===== src/rtl/recip_period_counter.sv =====
// Reciprocal frequency counter: counts ref_clk cycles of each synchronised high phase of sample_gate.
// Optional batch averaging of 2^AVG_LOG2 measurements is enabled by defining RECIP_AVG_EN.
module recip_period_counter #(
  parameter int CNT_W       = 32,
  parameter int SYNC_STAGES = 2,
  parameter int MIN_COUNT   = 4,
  parameter int AVG_LOG2    = 2
) (
  input  logic             ref_clk,
  input  logic             reset,
  input  logic             enable,
  input  logic             sample_gate,
  output logic [CNT_W-1:0] recip_counter,
  output logic             recip_valid,
  output logic             recip_overflow,
  output logic             recip_runt,
  output logic             busy
);

  typedef enum logic [1:0] {
    ST_IDLE  = 2'd0,
    ST_ARM   = 2'd1,
    ST_WAIT  = 2'd2,
    ST_COUNT = 2'd3
  } state_t;

  localparam logic [CNT_W-1:0] CNT_ONE  = CNT_W'(1);
  localparam logic [CNT_W-1:0] CNT_MAX  = {CNT_W{1'b1}};
  localparam logic [CNT_W-1:0] CNT_RUNT = CNT_W'(MIN_COUNT);

  logic [SYNC_STAGES-1:0] sync_q;
  logic                   g_s, g_d_q, g_rise_s, g_fall_s;
  state_t                 state_q, state_d;
  logic [CNT_W-1:0]       cnt_q, cnt_d;
  logic                   ovf_q, ovf_d;
  logic                   pub_q, pub_d;
  logic                   runt_s;
  logic [CNT_W-1:0]       out_cnt_q, out_cnt_d;
  logic                   out_valid_q, out_valid_d;
  logic                   out_ovf_q, out_ovf_d;
  logic                   out_runt_q, out_runt_d;
  logic                   busy_q;

  assign g_s      = sync_q[SYNC_STAGES-1];
  assign g_rise_s = g_s & ~g_d_q;
  assign g_fall_s = ~g_s & g_d_q;
  assign runt_s   = (cnt_q < CNT_RUNT);

  // Gate synchroniser and one-cycle delayed copy for edge detection
  always_ff @(posedge ref_clk or negedge reset) begin
    if (!reset) begin
      sync_q <= '0;
      g_d_q  <= 1'b0;
    end else begin
      sync_q <= {sync_q[SYNC_STAGES-2:0], sample_gate};
      g_d_q  <= g_s;
    end
  end

  // Measurement FSM state, counter and publish request registers
  always_ff @(posedge ref_clk or negedge reset) begin
    if (!reset) begin
      state_q <= ST_IDLE;
      cnt_q   <= '0;
      ovf_q   <= 1'b0;
      pub_q   <= 1'b0;
      busy_q  <= 1'b0;
    end else begin
      state_q <= state_d;
      cnt_q   <= cnt_d;
      ovf_q   <= ovf_d;
      pub_q   <= pub_d;
      busy_q  <= (state_d == ST_COUNT);
    end
  end

  // Next-state logic; dropping enable aborts from any state without publishing
  always_comb begin
    state_d = state_q;
    cnt_d   = cnt_q;
    ovf_d   = ovf_q;
    pub_d   = 1'b0;
    if (!enable) begin
      state_d = ST_IDLE;
    end else begin
      case (state_q)
        ST_IDLE: state_d = ST_ARM;
        // A gate already high at arming time is skipped until it goes low
        ST_ARM: begin
          if (!g_s) state_d = ST_WAIT;
          else      state_d = ST_ARM;
        end
        ST_WAIT: begin
          if (g_rise_s) begin
            state_d = ST_COUNT;
            cnt_d   = CNT_ONE;
            ovf_d   = 1'b0;
          end else begin
            state_d = ST_WAIT;
          end
        end
        ST_COUNT: begin
          if (g_fall_s) begin
            state_d = ST_WAIT;
            pub_d   = 1'b1;
          end else if (cnt_q == CNT_MAX) begin
            ovf_d = 1'b1;
          end else begin
            cnt_d = cnt_q + CNT_ONE;
          end
        end
        default: state_d = ST_IDLE;
      endcase
    end
  end

`ifdef RECIP_AVG_EN
  localparam logic [AVG_LOG2-1:0] IDX_LAST = {AVG_LOG2{1'b1}};
  localparam logic [AVG_LOG2-1:0] IDX_ONE  = AVG_LOG2'(1);

  logic [CNT_W+AVG_LOG2-1:0] acc_q, acc_d, sum_s;
  logic [AVG_LOG2-1:0]       idx_q, idx_d;
  logic                      aovf_q, aovf_d, arunt_q, arunt_d;

  assign sum_s = acc_q + {{AVG_LOG2{1'b0}}, cnt_q};

  // Batch accumulator, batch index and sticky batch flags
  always_ff @(posedge ref_clk or negedge reset) begin
    if (!reset) begin
      acc_q   <= '0;
      idx_q   <= '0;
      aovf_q  <= 1'b0;
      arunt_q <= 1'b0;
    end else begin
      acc_q   <= acc_d;
      idx_q   <= idx_d;
      aovf_q  <= aovf_d;
      arunt_q <= arunt_d;
    end
  end
`endif

  // Result publication; outputs hold between strobes
  always_comb begin
    out_cnt_d   = out_cnt_q;
    out_ovf_d   = out_ovf_q;
    out_runt_d  = out_runt_q;
    out_valid_d = 1'b0;
`ifdef RECIP_AVG_EN
    acc_d   = acc_q;
    idx_d   = idx_q;
    aovf_d  = aovf_q;
    arunt_d = arunt_q;
    if (!enable) begin
      acc_d   = '0;
      idx_d   = '0;
      aovf_d  = 1'b0;
      arunt_d = 1'b0;
    end else if (pub_q && (idx_q == IDX_LAST)) begin
      out_valid_d = 1'b1;
      out_cnt_d   = sum_s[CNT_W+AVG_LOG2-1:AVG_LOG2];
      out_ovf_d   = aovf_q | ovf_q;
      out_runt_d  = arunt_q | runt_s;
      acc_d       = '0;
      idx_d       = '0;
      aovf_d      = 1'b0;
      arunt_d     = 1'b0;
    end else if (pub_q) begin
      acc_d   = sum_s;
      idx_d   = idx_q + IDX_ONE;
      aovf_d  = aovf_q | ovf_q;
      arunt_d = arunt_q | runt_s;
    end else begin
      acc_d = acc_q;
    end
`else
    if (pub_q) begin
      out_valid_d = 1'b1;
      out_cnt_d   = cnt_q;
      out_ovf_d   = ovf_q;
      out_runt_d  = runt_s;
    end else begin
      out_valid_d = 1'b0;
    end
`endif
  end

  // Registered result outputs
  always_ff @(posedge ref_clk or negedge reset) begin
    if (!reset) begin
      out_cnt_q   <= '0;
      out_valid_q <= 1'b0;
      out_ovf_q   <= 1'b0;
      out_runt_q  <= 1'b0;
    end else begin
      out_cnt_q   <= out_cnt_d;
      out_valid_q <= out_valid_d;
      out_ovf_q   <= out_ovf_d;
      out_runt_q  <= out_runt_d;
    end
  end

  assign recip_counter  = out_cnt_q;
  assign recip_valid    = out_valid_q;
  assign recip_overflow = out_ovf_q;
  assign recip_runt     = out_runt_q;
  assign busy           = busy_q;

endmodule


===== config.mk =====
export PLATFORM = sky130hd
export DESIGN_NAME = recip_period_counter
export DESIGN_NICKNAME = d
export VERILOG_FILES = /design/src/rtl/recip_period_counter.sv
export SDC_FILE = /design/constraint.sdc
export NUM_CORES = 1
export LEC_CHECK = 0
export ABC_AREA = 1
export CORE_MARGIN = 1.5
export CORE_UTILIZATION = 45
export DETAILED_ROUTE_END_ITERATION = 16
export PLACE_DENSITY = 0.68
export SLEW_MARGIN = 20
export SYNTH_ARGS = -nofsm -noshare
export SYNTH_HDL_FRONTEND = slang
export SYNTH_SLANG_ARGS = --single-unit
export TNS_END_PERCENT = 10

===== constraint.sdc =====
create_clock -name ref_clk -period 1.56 [get_ports ref_clk]
set_clock_uncertainty 0.05 [all_clocks]
set_input_delay 0.234 -clock ref_clk [delete_from_list [all_inputs] [get_ports ref_clk]]
set_output_delay 0.234 -clock ref_clk [all_outputs]
set_load 0.03 [all_outputs]

# Word level (Yosys, flattened, before mapping)
# Cells that the tools add are included.
[word_totals] ff_bits=75 in_bits=4 output_inout_bits=36
[op_classes] addsub=1 order_cmp=1 n_eq_ne=9 mux=17 bitwise=4 reduce_logical=4
[ops] cell="2-to-1 mux 32 bit" count=3
[ops] cell="one-hot mux 32 bit (2 select lines)" count=1
[ops] cell="adder 32 x 1 -> 32 bit, second input constant" count=1
[ops] cell="== test 32 bit, second input constant" count=1
[ops] cell="< comparator 32 x 3 -> 1 bit, second input constant" count=1
[ops] cell="AND reduction 5 bit" count=2
[ops] cell="2-to-1 mux 1 bit" count=8
[ops] cell="inequality test 2 bit, second input constant" count=4
[ops] cell="one-hot mux 2 bit (4 select lines)" count=1
[ops] cell="== test 2 bit, second input constant" count=3
[ops] cell="2-to-1 mux 2 bit" count=3
[ops] cell="AND 1 bit" count=2
[ops] cell="== test 2 x 1 -> 1 bit, second input constant" count=1
[ops] cell="logical NOT 2 bit" count=1
[ops] cell="NOT 1 bit" count=2
[ops] cell="one-hot mux 1 bit (2 select lines)" count=1
[ops] cell="nonzero test 2 bit" count=1

# Logic depth before layout (Yosys ltp)
# Gate-level depths: netlist of the first run.
[depth] ltp_word=6 mapped_depth=10 ltp_nobuf=10

# Least setup slack after synthesis of the first run
# OpenSTA, ideal clock, no wires.
[synth_timing] path_type="register to register" from="register cnt_q[0]" to="register cnt_q[0]" t_arrival_ns=1.468 t_required_ns=1.382 setup_slack_ns=-0.086 path_stages_with_launch=10 path_buffers=1 path_cell_list="dfrtp_1 -> ha_1 -> nand2_1 -> nor2_4 -> nand2_4 -> nor2_8 -> nand3_2 -> nand2_4 -> buf_6 -> o21ai_0"
[synth_via] elab_chain_len=4
[synth_lines] element="start, declared" line_no="34" rtl="logic [CNT_W-1:0] cnt_q, cnt_d;"
[synth_lines] element="start signal, assigned" line_no="70" rtl="cnt_q <= cnt_d;"
[synth_lines] element="adder 32 x 1 -> 32 bit" line_no="109" rtl="cnt_d = cnt_q + CNT_ONE;"
[synth_lines] element="2-to-1 mux 32 bit" line_no="106" rtl="end else if (cnt_q == CNT_MAX) begin"
[synth_lines] element="2-to-1 mux 32 bit" line_no="103" rtl="if (g_fall_s) begin"
[synth_lines] element="one-hot mux 32 bit (2 select lines)" line_no="86" rtl="case (state_q)"
# Several ways; a longest one is shown, not always the timed one. The select of a mux whose other input is x is not followed.
# A chain may end at the register's enable or synchronous reset.

# Worst setup path in the final report of the first run
[layout_timing] from="register cnt_q[1]" to="register cnt_q[19]"
# Same word-level chain as after synthesis.

==> results.yml, run 1 <==
clock_network:
  numCtsBuffers: 9
  cts_tree: "built"
  htreeDepth: 3
  clk_transition_reported_paths_ns: 0.08
  clock_latency_ns: 0.35
  cts-root-buf: "clkbuf_8"
  cts.path.max_buffers: 2
  cts.sinks: 75
synth:
  avgSynthCellArea_um2: 7.65
  syn_nets: 505
  synth_area_um2: 3820
  synth_compound_area_share_pct: 8.83
  synth_fa_ha_area_share_pct: 0.327
  synth_xor_area_share_pct: 2.06
  synth_top_family_by_area: "simple AND/OR/NAND/NOR gates"
  synth_cell_types: 29
  synth.area.mux_share_pct: 0
  syn_inst: 500
  synth.ff_latch_count: 75
  synth_simple_gate_area_share_pct: 32.5
  yosys_warnings: 0
  synth-seq-area-share_pct: 49.1
route:
  route.detailed.drc: 0
  drt_pass1_iterations: 6
  wl_mm: 11.2
  via_per_inst: 5.09
  avgRoutedWirePerCell_um: 15.0
  first_iter_violations: 258
  antenna_left: 0
  vias: 3794
cells_and_area:
  areaGrowthSynthToFinish_pct: 40.5
  diodes: 0
  nets: 640
  seqCellArea_um2: 1880
  drive_gt1_share_pct: 24.1
  fill_cells: 723
  layout_commonest_cell: "nand2_1"
  fin_cells: 745
  finalInstanceArea_um2: 5370
  final_cell_mix: "nand2_1 (147), buf_4 (85), dfrtp_1 (74), inv_1 (51), nor2_1 (47)"
  multi_input_area_um2: 1790
place:
  hpwl_mm: 8.24
  placed_area_um2: 4970
  portBuffers: 39
  gp_congestion: 0.957
  place_inst: 719
die:
  io_pins: 40
  dieArea_um2: 9060
  die_w_um: 95.2
  die_y_um: 95.2
  row_count: 33
  initial_core_util_pct: 46.6
  coreArea_um2: 8220
setup_path:
  crit_required_ns: 1.74
  path_delay_family: "simple AND/OR/NAND/NOR gates"
  path_cells: "ha_2, nand2_2, nor2_4, nand2_4, nor2_8, nand3_2, nand2_4, clkbuf_16, o21ai_1"
  crit_path_start: "cnt_q[1]"
  cp_slowest_cell: "dfrtp_1"
  rr_startpoint: "cnt_q[1]"
  start_kind: "flip-flop"
  critical_path_class: "flip-flop to flip-flop"
  ff2ff_setup_slack_ns: -0.15
  critPathBufInv: 1
  critical_path.max_fanout: 18
  path_common_cell: "nand2_4"
  slowest_delay_ns: 0.38
  cp.arrival_ns: 1.89
  worst_setup_path_end_kind: "flip-flop"
grt:
  gr-total-overflow: 0
  antenna_found_initial: 0
  grt_max_degree: 39
  grt_pass1_vias: 3739
  grtUsageTotal_pct: 26.5
  grt_pass1_wl_mm: 18.0
job:
  maxCapViolations: 0
sta:
  fin_crit_ns: 1.71
  timing.final.ws_setup_ns: -0.146
  maxSlewHeadroom_pct: 72.8
  worstMarginPinSlew_ns: 0.408
  fmax_mhz: 586
  whs_ns: 0.274
  rsz0062_at_grt: "true"
  setup_viol: 33
  timing.final.crit_share_pct: 109
  slew_violations: 0
  finalHoldViolations: 0
status:
  outcome: "complete, but fails checks"
  violations: "setup timing"
pwr:
  p_leak_nw: 2.64
  p_per_area_nw_per_um2: 754
  ir_worst_vdd_uv: 480
worst_hold_path:
  hold_class: "primary input to flip-flop"
  min_from: "sample_gate"
==> registers in the layout (all words and copies together), names as in the netlist <==
name and cells:
cnt_q 32, recip_counter 32, state_q 2, sync_q 2
busy 1, g_d_q 1, ovf_q 1, pub_q 1
recip_overflow 1, recip_runt 1, recip_valid 1
==> worst paths after layout <==
kind                                      to  cells after the start
hold reg to reg                    sync_q[1]                      0
min in group asynchronous   recip_counter[7]                      2
max in group asynchronous  recip_counter[28]                      3
setup reg to reg                   cnt_q[19]                      9
hold / removal                     sync_q[0]                      1
setup / recovery                   cnt_q[19]                      9
==> through the flow <==
stage / TNS, ns / power [mW] / util [%] / setup WS [ns]
finish: -3.65 / 4.05 / 65.4 / -0.146
CTS: -2.84 / 4.02 / 63.5 / -0.122
floorplan: -0.836 / 2.28 / - / -0.0328
global route: -6.97 / 4.22 / 65.4 / -0.240
global placement: -6.25 / 2.52 / 60.5 / -0.261
detailed placement: -8.10 / 2.53 / 60.5 / -0.360
==> synthesized netlist by cell type <==
library cell	instances	share of area, %
buf_1	1	0.098
a21oi_1	1	0.13
nor2_8	1	0.52
ha_1	1	0.33
nor2_1	52	5.1
nand4_1	7	1.1
buf_6	4	1.2
nand3_2	2	0.52
xor2_1	9	2.1
inv_2	1	0.098
o21ai_0	45	5.9
nand3_1	36	4.7
and2_1	1	0.16
nand2_2	3	0.49
clkbuf_1	6	0.59
nand2_4	2	0.59
inv_1	53	5.2
nor2_4	2	0.59
nor3_4	1	0.43
o21ai_1	20	2.6
clkinv_1	1	0.098
nor2_2	3	0.49
nor3b_1	1	0.20
a21boi_0	1	0.20
nor4_1	6	0.98
nand3b_1	1	0.20
nor3_1	7	0.92
dfrtp_1	75	49
nand2_1	157	15
==> layout make-up <==
| type | count | area share [%] |
|---|---|---|
| clock buffers | 11 | 2.63 |
| clock inverters | 5 | 0.978 |
| inverters | 55 | 3.84 |
| multi-input cells | 359 | 33.3 |
| flip-flops and latches | 75 | 34.9 |
| well taps | 105 | 2.44 |
| repair buffers | 135 | 21.8 |
==> power by group <==
part	switching [mW]	leakage, nW	internal [mW]
Combinational	0.298	1.52	0.208
Sequential	0.0369	1.02	2.01
Clock	0.726	0.0991	0.775
Total	1.06	2.64	2.99
==> cell families after synthesis <==
family	Yosys count
DFF	75
buffers and inverters	66
xor gates and xnor gates	9
and+or+nand+nor	282
adders and majority gates	1
AOI/OAI and AO/OA	67
==> metal layers <==
metal | global-route usage, % | up-vias | wire length [um]
met5 | 0 | - | 0
met4 | 10.4 | 0 | 265
met3 | 3.83 | 19 | 551
met2 | 45.0 | 111 | 5290
met1 | 33.8 | 1798 | 5090
li1 | - | 1866 | -
==> worst register-to-register path, stage by stage, from the launching register on <==
cell and delay, ns:
dfrtp_1 0.38, ha_2 0.20, nand2_2 0.08, nor2_4 0.13, nand2_4 0.10, nor2_8 0.15
nand3_2 0.10, nand2_4 0.11, clkbuf_16 0.20, o21ai_1 0.09
==> repair_timing <==
item | in CTS | in global routing
cloned | 0 | 1
pin swaps | 4 | 7
hold buffers | 1 | 0
endpoints found under the hold margin | 24 | 0
endpoints found under the setup margin | 68 | 34
buffers inserted | 5 | 3
gates resized for setup | 47 | 31
Note: power is estimated with default switching activity, not from simulation.
==> run 2, diff against run 1 <==
- ABC_CLOCK_PERIOD_IN_PS: not set -> 1560
- CORE_ASPECT_RATIO: not set -> 0.6
- SLEW_MARGIN: 20 -> not set
==> results.yml, run 2 (synthesis results as in run 1) <==
status:
  outcome: "complete, but fails checks"
  violations: "setup timing"
die:
  initial_core_util_pct: 47.4
  die_w_um: 122
  dieArea_um2: 9080
  io_pins: 40
  coreArea_um2: 8070
  row_count: 25
  die_y_um: 74.4
pwr:
  p_per_area_nw_per_um2: 860
  ir_worst_vdd_uv: 727
  p_leak_nw: 2.73
cells_and_area:
  final_cell_mix: "nand2_1 (140), buf_4 (91), dfrtp_1 (75), inv_1 (51), nor2_1 (48)"
  drive_gt1_share_pct: 26.4
  nets: 645
  areaGrowthSynthToFinish_pct: 46.0
  post-route-util_pct: 69.2
  diodes: 0
  layout_commonest_cell: "nand2_1"
clock_network:
  cts.sinks: 75
  cts_tree: "built"
  cts.path.max_buffers: 2
  htreeDepth: 3
  clk_transition_reported_paths_ns: 0.05
  clock_latency_ns: 0.34
  cts-root-buf: "clkbuf_16"
  numCtsBuffers: 9
route:
  first_iter_violations: 458
  vias: 3962
  avgRoutedWirePerCell_um: 16.2
  wl_mm: 12.2
  via_per_inst: 5.26
  drt_pass1_iterations: 5
  antenna_left: 0
  route.detailed.drc: 0
grt:
  antenna_found_initial: 0
  grtUsageTotal_pct: 28.4
  grt_max_degree: 29
  grt_pass1_vias: 3603
  gr-total-overflow: 0
  grt_pass1_wl_mm: 18.9
sta:
  fin_crit_ns: 1.74
  worstMarginPinSlew_ns: 0.417
  slew_violations: 0
  fmax_mhz: 573
  timing.final.crit_share_pct: 112
  timing.final.ws_setup_ns: -0.184
  finalHoldViolations: 0
  maxSlewHeadroom_pct: 72.0
  rsz0062_at_grt: "true"
  setup_viol: 33
  tns_ns: -4.82
  whs_ns: 0.278
setup_path:
  cp.arrival_ns: 1.96
  crit_required_ns: 1.78
  r2r-end: "cnt_q[10]"
  rr_startpoint: "cnt_q[1]"
  crit_path_start: "cnt_q[1]"
  critical_path_class: "flip-flop to flip-flop"
  reg2reg_depth: 10
  start_kind: "flip-flop"
  worst_setup_path_end_kind: "flip-flop"
  critical_path.max_fanout: 6
  ff2ff_setup_slack_ns: -0.18
  crit_end: "cnt_q[10]"
job:
  maxCapViolations: 0
place:
  gp_congestion: 0.972
  hpwl_mm: 8.46
  portBuffers: 39
worst_hold_path:
  hold_class: "primary input to flip-flop"
  min_from: "sample_gate"
## run 2: cell types whose count changed in the layout (fill, tap and decap cells not counted), sizes merged
cell / delta
clkbuf: +1
clkinvlp: -1
bufinv: +1
buf: +4
## run 2: area by class of cell
| cell class | instances | area, um^2 |
|---|---|---|
| clock buffer | 11 | 253 |
| clock inverter | 5 | 75.1 |
| fill | 669 | 2490 |
| inverter | 55 | 206 |
| multi-input combinational | 359 | 1850 |
| sequential | 75 | 1880 |
| tap | 108 | 135 |
| timing repair buffer | 140 | 1190 |
## run 2: per-layer routing
metal	wire [um]	up-vias	global-route usage [%]
met2	5200	221	42.4
met3	1340	14	9.59
met5	0	-	0
met4	136	0	5.36
li1	-	1875	-
met1	5500	1852	40.6
## run 2: worst max-delay path, cell delays in order, from the launching register on
cell       delay [ns]
dfrtp_1          0.38
ha_2             0.23
nand2_4          0.07
nor2_4           0.15
nand2_4          0.10
nor2_8           0.15
nand3_4          0.11
nand2_8          0.13
clkbuf_16        0.17
nand2_2          0.05
o21ai_1          0.07
## run 2: worst min path at each step
stage | cells past startpoint | endpoint | slack [ns]
2_1_floorplan | 0 | busy | -0.11
3_3_place_gp | 1 | recip_counter[11] | 0.13
3_5_place_dp | 1 | recip_overflow | 0.13
4_1_cts | 1 | sync_q[0] | 0.28
5_1_grt | 1 | sync_q[0] | 0.28
6_report | 1 | sync_q[0] | 0.28
## run 2: timing repair
item / 4_1_cts / 5_1_grt
setup endpoints to repair: 69 / 34
setup buffers: 4 / 0
cloned: 0 / 3
resized for setup: 59 / 35
hold endpoints to repair: 24 / 0
hold buffers: 1 / 0
pin swaps: 5 / 7
## run 2: report_power, final
| group | total [mW] | switching (mW) | internal (mW) |
|---|---|---|---|
| clock | 2.28 | 0.801 | 1.48 |
| combinational | 0.473 | 0.298 | 0.175 |
| sequential | 2.05 | 0.0378 | 2.01 |
| total | 4.80 | 1.14 | 3.66 |
## run 2: metrics by stage
stage | instances | cell area, um^2 | setup WS [ns] | total power [mW]
after floorplan | 500 | 3830 | -0.0328 | 2.28
after global placement | 729 | 5000 | -0.231 | 2.52
after detailed placement | 729 | 5000 | -0.315 | 2.53
after CTS | 750 | 5390 | -0.124 | 4.79
after global routing | 753 | 5580 | -0.262 | 4.96
final | 753 | 5580 | -0.184 | 4.80
==> run 3, diff against run 2 <==
- ABC_CLOCK_PERIOD_IN_PS: 1560 -> not set
==> results of run 3 <==
Same layout as run 2: the final DEF is identical, and so are final timing and power.
